<file path="config.mk">
export PLATFORM = sky130hd
export DESIGN_NAME = vid_framer
export DESIGN_NICKNAME = d
export VERILOG_FILES = /design/src/rtl/vid_framer.sv
export SDC_FILE = /design/constraint.sdc
export NUM_CORES = 1
export LEC_CHECK = 0
export ABC_AREA = 1
export CAP_MARGIN = 0
export CORE_ASPECT_RATIO = 0.8
export CORE_UTILIZATION = 45
export DETAILED_ROUTE_END_ITERATION = 7
export PLACE_DENSITY = 0.64
export SYNTH_ARGS = -nofsm -noshare
export SYNTH_HDL_FRONTEND = slang
export SYNTH_SLANG_ARGS = --single-unit
</file>
<file path="constraint.sdc">
create_clock -name clk_i -period 5.85 [get_ports clk_i]
set_input_delay 1.17 -clock clk_i [delete_from_list [all_inputs] [get_ports clk_i]]
set_output_delay 1.17 -clock clk_i [all_outputs]
set_load 0.01 [all_outputs]
</file>
<file path="src/rtl/vid_framer.sv">
// Frames an unframed pixel stream into AXI4-Stream video (tuser = SOF, tlast = EOL).
// Geometry is latched at frame start; the output side is a 2-entry skid buffer.
module vid_framer #(
    parameter int PIXEL_W = 8,
    parameter int MAX_W   = 2048,
    parameter int MAX_H   = 2048,
    localparam int COL_W  = $clog2(MAX_W + 1),
    localparam int ROW_W  = $clog2(MAX_H + 1)
) (
    input  logic               clk_i,
    input  logic               rst_n,
    input  logic               start_i,
    input  logic [COL_W-1:0]   width_i,
    input  logic [ROW_W-1:0]   height_i,
    output logic               busy_o,
    output logic               err_o,
    output logic               frame_done_o,
    input  logic               s_tvalid_i,
    input  logic [PIXEL_W-1:0] s_tdata_i,
    output logic               s_tready_o,
    output logic               m_tvalid_o,
    output logic [PIXEL_W-1:0] m_tdata_o,
    output logic               m_tuser_o,
    output logic               m_tlast_o,
    input  logic               m_tready_i
);

    localparam int ENT_W = PIXEL_W + 2;

    typedef enum logic [1:0] {IDLE, ACTIVE, DRAIN} state_t;

    state_t             state_q, state_d;
    logic [COL_W-1:0]   w_q, col_q;
    logic [ROW_W-1:0]   h_q, row_q;
    logic [1:0]         cnt_q, cnt_d;
    logic               wr_ptr_q, rd_ptr_q;
    logic               s_tready_q;
    logic               err_q, done_q;
    logic [ENT_W-1:0]   skid_p1 [2];

    logic               in_hs, pop, vld_p1;
    logic               col_last, row_last, tuser_p0, final_beat, start_ok;

    function automatic logic geom_ok(input logic [COL_W-1:0] w, input logic [ROW_W-1:0] h);
        return (w != '0) && (w <= COL_W'(MAX_W)) && (h != '0) && (h <= ROW_W'(MAX_H));
    endfunction

    assign in_hs      = s_tvalid_i && s_tready_q;
    assign vld_p1     = (cnt_q != 2'd0);
    assign pop        = vld_p1 && m_tready_i;
    assign col_last   = (col_q == w_q - COL_W'(1));
    assign row_last   = (row_q == h_q - ROW_W'(1));
    assign tuser_p0   = (col_q == '0) && (row_q == '0);
    // In DRAIN nothing is pushed, so the sole remaining entry is the frame's last pixel.
    assign final_beat = (state_q == DRAIN) && pop && (cnt_q == 2'd1);
    assign start_ok   = (state_q == IDLE) && start_i && geom_ok(width_i, height_i);

    always_comb begin
        state_d = state_q;
        cnt_d   = cnt_q;
        if (in_hs && !pop)
            cnt_d = cnt_q + 2'd1;
        else if (!in_hs && pop)
            cnt_d = cnt_q - 2'd1;
        case (state_q)
            IDLE:    if (start_ok) state_d = ACTIVE;
            ACTIVE:  if (in_hs && col_last && row_last) state_d = DRAIN;
            DRAIN:   if (final_beat) state_d = IDLE;
            default: state_d = IDLE;
        endcase
    end

    always_ff @(posedge clk_i or negedge rst_n) begin
        if (!rst_n) begin
            state_q    <= IDLE;
            cnt_q      <= 2'd0;
            wr_ptr_q   <= 1'b0;
            rd_ptr_q   <= 1'b0;
            s_tready_q <= 1'b0;
            err_q      <= 1'b0;
            done_q     <= 1'b0;
            w_q        <= '0;
            h_q        <= '0;
            col_q      <= '0;
            row_q      <= '0;
        end else begin
            state_q    <= state_d;
            cnt_q      <= cnt_d;
            // Ready is registered from the next occupancy, so a high ready always has a free slot.
            s_tready_q <= (state_d == ACTIVE) && (cnt_d != 2'd2);
            err_q      <= (state_q == IDLE) && start_i && !geom_ok(width_i, height_i);
            done_q     <= final_beat;
            if (in_hs)
                wr_ptr_q <= ~wr_ptr_q;
            if (pop)
                rd_ptr_q <= ~rd_ptr_q;
            if (start_ok) begin
                w_q   <= width_i;
                h_q   <= height_i;
                col_q <= '0;
                row_q <= '0;
            end else if (in_hs) begin
                if (col_last) begin
                    col_q <= '0;
                    row_q <= row_last ? '0 : row_q + ROW_W'(1);
                end else begin
                    col_q <= col_q + COL_W'(1);
                end
            end
        end
    end

    // p0 -> p1: tagged pixel enters the skid buffer
    always_ff @(posedge clk_i or negedge rst_n) begin
        if (!rst_n) begin
            skid_p1[0] <= '0;
            skid_p1[1] <= '0;
        end else if (in_hs) begin
            skid_p1[wr_ptr_q] <= {tuser_p0, col_last, s_tdata_i};
        end
    end

    assign {m_tuser_o, m_tlast_o, m_tdata_o} = skid_p1[rd_ptr_q];
    assign m_tvalid_o   = vld_p1;
    assign s_tready_o   = s_tready_q;
    assign busy_o       = (state_q != IDLE);
    assign err_o        = err_q;
    assign frame_done_o = done_q;

endmodule

</file>
==> flow_summary.ini <==
[status]
run_status = complete, no violations

[placed_design]
cell_area_after_placement_mm2 = 0.00545
dp_hpwl_mm = 8.45
gp_congestion = 0.886
port_buffers = 51

[sta]
layout_min_cycle_time_ps = 3130
timing.final.hold_violations = 0
tightestPinTransition_ps = 957
finalClockSkew_ps = 12.3
timing.setup.tns_ps = 0
holdWs_ps = 482
achievable-frequency_ghz = 0.319
setup-violations-final = 0
rsz0062_at_grt = false
max-slew-margin-rel = 0.362
layout_worst_path_cycle_share = 0.535
slew_limit_fails = 0

[synthesis]
top_flip_flop_cell_by_instance_count_after_synthesis = dfrtp_1
yosysSeqAreaShare = 0.396
synth.lib_cells_used.distinct = 37
synth_simple_gate_area_frac = 0.342
adder_cell_share_of_the_synthesized_area = 0.0206
yosys.area_share.xor_xnor = 0.0667
synth_compound_area_frac = 0.0775
ys.warnings.count = 0
synth_enable_flop_cells = 0
synth_top_area_cell = dfrtp_1
ys_async_sr_fraction = 1.00
syn_inst = 684
netlist_area_mm2 = 0.00486
muxShareOfSynthArea = 0
synthesis.area_per_instance_um2 = 7.10
synth_top_cells_by_area = dfrtp_1 (40%), nand2_1 (17%), inv_1 (7.2%), xor2_1 (5.8%), nand3_1 (4.8%)
synth.top_cell.area_share = 0.396
dominant_combinational_cell_family_by_area_after_synthesis = simple AND/OR/NAND/NOR gates
synth_nets = 729
yosys_register_bits = 77

[grt]
busiest_layer_in_global_routing = met2
antenna_violations_before_repair = 0
grt_use_met2 = 0.340
grt_first_pass_wirelength_mm = 19.5
grt_remaining_overflow = 0
grt_pass1_vias = 4074
use_met1 = 0.312
global_route.usage.total = 0.222
gr_util_met3 = 0.0483
grt_max_degree = 78

[routing]
postRouteAntennaNets = 0
post_drt_via_cell_ratio = 4.88
dr.pass1.iters = 5
wire_per_inst_um = 12.9
route.final.wire_length_mm = 11.2
vias = 4258
drt_drc_violations_left = 0
first_iter_violations = 273

[worst_setup_path]
arrival_time_of_data_at_the_critical_path_endpoint_ps = 1960
worst_ep_required_time_ps = 4680
endpoint_kind = primary output
startpoint_type = register
worst-path-max-fanout = 11
worst-setup-path-type = reg -> out

[clocking]
clock-root-buffer = clkbuf_16
clkTransAtPathRegs_ps = 60
post_cts_buffers = 0
cts.htree.levels = 3
cts_inserted_buffers = 9
tritoncts = yes
clk_buf_depth = 2
cts-resized-gates = 0
clock_latency_reported_for_the_late_side_of_the_worst_skew_pair_ps = 340
cts-hold-fix-buffers = 0
clkSinkCount = 77

[hold_path]
hold_path.class = reg -> reg

[floorplan]
initial_utilization = 0.469
row_count = 33
floorplan_die_height_um = 95.0
floorplan.core_area_mm2 = 0.0104
die_width_um = 118
num_io_pins = 52
die-area_mm2 = 0.0112

[job]
maxCapViolations = 0

[finish]
most-common-layout-cells = nand2_1 (220), inv_1 (93), dfrtp_1 (77), nor2_1 (56), clkdlybuf4s50_1 (50)
fin_area_mm2 = 0.00575
antennaDiodeCount = 0
layout.core_utilization = 0.555
drive_above_1_share = 0.0615
area_delta_synth_final_pct = 18.4
finish.net_count = 772
mostFrequentLayoutCell = nand2_1

[pwr]
irDropWorstVdd_v = 0.000217
total_power_draw_uw = 2720
leakage_uw = 0.00293
power.density_cell_area_mw_per_mm2 = 473
-- path summary, 6_finish.rpt --
kind                       startpoint         end  slack, ps  cells after the start
min in group asynchronous       rst_n      h_q[1]        970                      1
hold reg to reg            skid_p1[1]  skid_p1[1]        480                      2
hold / removal             skid_p1[1]  skid_p1[1]        480                      2
setup / recovery             rd_ptr_q   m_tuser_o       2720                      4
setup reg to reg               w_q[0]    col_q[7]       3550                     13
max in group asynchronous       rst_n    row_q[2]       4250                      1
-- critical path: stages, from the launching register on --
cell and delay (ps):
dfrtp_1 530, inv_1 370, nand2_1 100, nand2_1 90
clkdlybuf4s50_1 530
-- power by group --
group / switching (uW) / leakage, uW / internal (uW)
registers: 214 / 0.000994 / 718
logic: 724 / 0.00179 / 491
clock network: 235 / 0.000149 / 337
-- cell usage after synthesis (2+ instances only) --
cell	count
nor4_1	4
nand3b_1	3
o21ai_1	6
inv_2	3
nor3_1	12
clkbuf_1	13
nand2_4	3
nand2_1	220
o21ai_0	42
or2_2	2
nor2_4	3
o22ai_1	5
inv_1	93
nand4_1	16
xnor2_1	5
clkinv_1	2
buf_2	3
nand2_2	3
o21ai_2	8
dfrtp_1	77
xor2_1	32
a21oi_1	4
nor2_1	56
nand3_1	47
ha_1	8
buf_6	3
-- flip-flops by register name, indices dropped and copies added, names as in the netlist, 2 cells and up --
name,flops
skid_p1,20
state_q,2
col_q,12
row_q,12
cnt_q,2
h_q,12
w_q,12
-- routing by layer --
metal  wire [um]  part of all wire  vias to the layer above
met5           0                 0                        -
met4         151             0.013                        0
met3         528             0.047                       14
met2        4790              0.43                       84
met1        5770              0.51                     1930
li1            -                 -                     2230
-- final cells by class --
| cell class | instances | area, um^2 |
|---|---|---|
| Fill cell | 996 | 4610 |
| Multi-Input combinational cell | 489 | 2460 |
| Sequential cell | 77 | 1930 |
| Timing Repair Buffer | 52 | 515 |
| Inverter | 98 | 368 |
| Clock buffer | 9 | 225 |
| Tap cell | 140 | 175 |
| Clock inverter | 7 | 80.1 |
-- through the flow --
step,cells,worst slack [ps]
floorplan,684,3320
global placement,856,2390
detailed placement,856,2370
CTS,872,2700
global route,872,2490
finish,872,2720
-- cells by family after synthesis --
| kind of cell | after synthesis |
|---|---|
| buffers and inverters | 118 |
| xor gates and xnor gates | 37 |
| adders and majority gates | 8 |
| DFF | 77 |
| and+or+nand+nor | 377 |
| AOI/OAI and AO/OA | 67 |
Note: power is estimated with default switching activity, not from simulation.
